`src/rtl/alu_regfile_datapath.sv`:
```
// Execution datapath of the single-cycle core: an 8 x 8-bit register file
// with two asynchronous read ports, and a combinational ALU whose result is
// written back into the register file.
module alu_regfile_datapath (
  input  logic       CLK,
  input  logic       RESET,
  input  logic [2:0] WRITEREG,
  input  logic [2:0] READREG1,
  input  logic [2:0] READREG2,
  input  logic       WRITEENABLE,
  input  logic [2:0] ALUOP,
  input  logic [7:0] OPERAND2,
  output logic [7:0] OUT1,
  output logic [7:0] OUT2,
  output logic [7:0] ALURESULT
);

  localparam int DATA_W = 8;
  localparam int NUM_REGS = 8;

  typedef enum logic [2:0] {
    OP_FWD = 3'b000,
    OP_ADD = 3'b001,
    OP_AND = 3'b010,
    OP_OR  = 3'b011
  } aluop_e;

  logic [NUM_REGS-1:0][DATA_W-1:0] regs;
  logic [NUM_REGS-1:0]             wr_sel;

  // Per-register write strobe. An unknown address or enable compares false,
  // so only a cleanly decoded register can ever be updated.
  always_comb begin
    wr_sel = '0;
    for (int i = 0; i < NUM_REGS; i++)
      wr_sel[i] = WRITEENABLE && (WRITEREG == 3'(i));
  end

  // Register file state: reset wins over any write at the same edge.
  always_ff @(posedge CLK) begin
    if (RESET) begin
      regs <= '0;
    end else begin
      for (int i = 0; i < NUM_REGS; i++)
        if (wr_sel[i]) regs[i] <= ALURESULT;
    end
  end

  // Asynchronous read ports; no write bypass, so a write shows up only
  // after the edge that stores it.
  assign OUT1 = regs[READREG1];
  assign OUT2 = regs[READREG2];

  // ALU: operand 1 is read port 1, operand 2 comes from the external muxes.
  // Subtraction is ADD with an already-negated operand 2.
  always_comb begin
    ALURESULT = '0;
    case (ALUOP)
      OP_FWD:  ALURESULT = OPERAND2;
      OP_ADD:  ALURESULT = OUT1 + OPERAND2;
      OP_AND:  ALURESULT = OUT1 & OPERAND2;
      OP_OR:   ALURESULT = OUT1 | OPERAND2;
      default: ALURESULT = '0;
    endcase
  end

endmodule

```
`config.mk`:
```
export PLATFORM = sky130hd
export DESIGN_NAME = alu_regfile_datapath
export DESIGN_NICKNAME = d
export VERILOG_FILES = /design/src/rtl/alu_regfile_datapath.sv
export SDC_FILE = /design/constraint.sdc
export NUM_CORES = 1
export LEC_CHECK = 0
export BUFFER_PORTS_ARGS = -buffer_cell sky130_fd_sc_hd__buf_2
export CORE_MARGIN = 8
export CORE_UTILIZATION = 53
export CTS_BUF_LIST = sky130_fd_sc_hd__clkbuf_16
export DETAILED_ROUTE_END_ITERATION = 8
export PLACE_DENSITY = 0.76
export SETUP_SLACK_MARGIN = 0.3
export SLEW_MARGIN = 10
export SYNTH_ARGS = -nofsm -noshare
export SYNTH_HDL_FRONTEND = slang
export SYNTH_SLANG_ARGS = --single-unit
```
`constraint.sdc`:
```
create_clock -name CLK -period 3.05 [get_ports CLK]
set_input_delay 0.1525 -clock CLK [delete_from_list [all_inputs] [get_ports CLK]]
set_output_delay 0.1525 -clock CLK [all_outputs]
set_load 0.05 [all_outputs]
```
==> results by group <==
Route
  – 1st-iter DRT viols: 465
  – DR vias: 3510
  – Wire per inst: 21.4 µm
  – Post-Route WL: 12000 µm
  – Via density: 6.25
  – DRT antenna net count: 0
  – DRC Markers: 0
  – DR pass1 iterations: 5

Clocking
  – CTS Hold Bufs: 0
  – Htree depth: 3
  – Root buf cell: clkbuf_16
  – CTS max path bufs: 2
  – CTS tree: yes
  – CTS Sinks: 64
  – Clock-pin slew on the worst setup and hold paths: 50 ps
  – Clk_lat worst skew: 330 ps
  – Cts bufs inserted: 9

Timing
  – Max-slew headroom: 0.383
  – RSZ-0062 raised after global routing: true
  – Fmax: between 300 and 400 MHz
  – Final Hold Vio Count: 0
  – Max Slew Vio Count: 0
  – Clock skew: 7.56 ps
  – Min Tclk post-route: 3110 ps
  – Final setup violation count: 1
  – Setup WS post-layout: -60.5 ps
  – Worst-Margin Slew: 925 ps
  – Tcrit/Tclk final: 1.02

Synthesis
  – Most used DFF post-synth: dfxtp_1
  – Sequential share of the synthesized area: 0.327
  – Post-synthesis instance total: 390
  – Yosys warns: 0
  – Post-synth EDFFs: 0
  – Synth unique cells: 38
  – Synthesis-stage register bit count: 64
  – Syn avg cell area: between 10 and 15 µm²
  – Synthesized Nets: 430
  – Async S/R FF share, synth: 0
  – Syn Std Cell Area: 3910 µm²

Finish
  – Final #Nets: 498
  – Footprint of the multi-input gates: between 2000 and 3000 µm²
  – Layout cells sized above 1: 0.477
  – Register with the most flip-flops: regs
  – Final instance area: 5230 µm²
  – Fin util: 0.725
  – Max FFs per register: 64
  – Top flop regs: regs (64)
  – Synth-to-layout area growth: 33.7%
  – FILL cells: 505
  – FF/Latch Area: 1290 µm²
  – Number of diodes: 0

Status
  – Status: complete, but fails checks
  – Failing checks: negative setup slack

Global route
  – Antenna violations before repair: 0
  – Pin count of the biggest net entering global routing: 65
  – GRT overflow: 0
  – Vias in the first global route: 3417
  – First-pass GRT wire length: approximately 18000 µm
  – GRT Overall Usage: 0.221

Worst setup path
  – Critical path class: flop to output pin
  – CP max FO: 3
  – Worst endpoint data arrival time: 2960 ps
  – CP endpoint kind: output pin
  – Required time of the critical path: 2900 ps
  – Startpoint types: flop

Worst hold path
  – Hold WC Path Type: input port to flop

Die
  – Die footprint: 10400 µm²
  – Core area: 7210 µm²
  – Vert. Die Dim: ~100 µm
  – Initial Util: 0.542
  – Die extent in x: 102 µm
  – Row cnt: 31
  – Io pins: 47

Placement
  – Area of placed instances: ~4400 µm²
  – PortBufs: 46
  – Dpl hpwl: 7370 µm
  – Routability congestion estimate: ~0.86

Pwr
  – PD cells: between 400 and 500 nW/µm²
  – Peak supply drop: between 0.0003 and 0.0004 V
  – P_leak: 2.04 nW
  – Total power: 2.45 mW

Flow run
  – # Max-Cap Violations: 0
==> cells by family after synthesis <==
kind of cell,share of synthesized area
DFF,0.327
buffers and inverters,0.0601
adders and majority gates,0.0563
xor gates and xnor gates,0.0112
AOI/OAI and AO/OA,0.164
muxes,0.274
and+or+nand+nor,0.107
==> timing repair <==
action | 4_1_cts | 5_1_grt
setup buffers | 9 | 8
resized for setup | 42 | 59
cloned | 0 | 0
setup endpoints to repair | 51 | 56
pin swaps | 9 | 16
==> where the power goes <==
part / internal, mW / switching [mW]
Combinational: 0.206 / 0.297
Clock: 0.701 / 0.363
Sequential: 0.862 / 0.0195
==> synth_stat cells (3+ instances only) <==
| master | instances | area [µm²] |
|---|---|---|
| a211oi_1 | 52 | 390 |
| a21oi_1 | 11 | 55.1 |
| a21oi_2 | 3 | 26.3 |
| buf_1 | 4 | 15.0 |
| buf_2 | 17 | 85.1 |
| clkbuf_1 | 8 | 30.0 |
| dfxtp_1 | 64 | 1280 |
| ha_1 | 16 | 200 |
| inv_1 | 24 | 90.1 |
| mux2_2 | 8 | 90.1 |
| mux2i_1 | 24 | 240 |
| mux4_2 | 33 | 743 |
| nand2_1 | 10 | 37.5 |
| nand2b_1 | 4 | 25.0 |
| nor2_1 | 73 | 274 |
| nor2b_1 | 3 | 18.8 |
| o211ai_1 | 5 | 37.5 |
| o21ai_0 | 5 | 25.0 |
| xnor2_1 | 3 | 26.3 |
==> placed cells by master, fill, tap and decap left out, types with 3 or more instances in the layout <==
cell type / count
mux2i_4: 4
a21oi_1: 8
buf_2: 38
buf_4: 28
dfxtp_2: 7
mux2_2: 8
mux4_2: 33
clkinv_1: 3
buf_8: 6
nor2b_1: 3
xnor2_1: 3
mux2i_1: 19
inv_2: 7
buf_6: 13
a211oi_1: 15
nor2_1: 73
dfxtp_1: 57
nand2_1: 10
a21oi_2: 6
o211ai_1: 5
ha_4: 3
clkbuf_16: 9
a211oi_2: 37
nand2b_1: 4
inv_1: 18
ha_1: 13
==> per-layer routing <==
metal | vias up | track usage | share of wire
li1 | 1569 | - | -
met1 | 1738 | 0.266 | 0.39
met2 | 169 | 0.389 | 0.51
met3 | 34 | 0.0347 | 0.072
met4 | 0 | 0.0790 | 0.023
met5 | - | 0 | 0
==> per-stage QoR <==
stage | setup TNS [ps] | hold slack [ps] | cells | setup slack, ps
CTS | -51.2 | 265 | 554 | -30.5
floorplan | 0 | 380 | 390 | 122
detailed placement | -197 | 501 | 529 | -71.2
global route | -343 | 302 | 562 | -163
global placement | -12.2 | 491 | 529 | -12.2
finish | -60.5 | 277 | 562 | -60.5
==> worst max-delay path: stages (launching register included) <==
cell and delay (ps):
dfxtp_2 330, mux4_2 480, mux2i_4 180, inv_2 80, ha_4 170, fa_2 400
a211oi_2 230, o21ai_1 100, xor2_1 160, a21oi_2 200, buf_12 130, inv_4 30
buf_8 130
==> final timing paths <==
| kind | from | end | slack [ps] | cells past startpoint |
|---|---|---|---|---|
| setup / recovery | regs[32] | ALURESULT[6] | -60 | 12 |
| hold / removal | WRITEREG[2] | regs[1] | 280 | 4 |
| setup reg to reg | regs[32] | regs[30] | 100 | 13 |
| hold reg to reg | regs[50] | regs[50] | 520 | 2 |
==> layout make-up <==
class                           instances  area share
Inverter                               25      0.0189
Multi-Input combinational cell        271       0.523
Tap cell                               99      0.0237
Clock buffer                            9      0.0431
Timing Repair Buffer                   87       0.129
Sequential cell                        64       0.247
Clock inverter                          7      0.0151
Note: power is estimated with default switching activity, not from simulation.
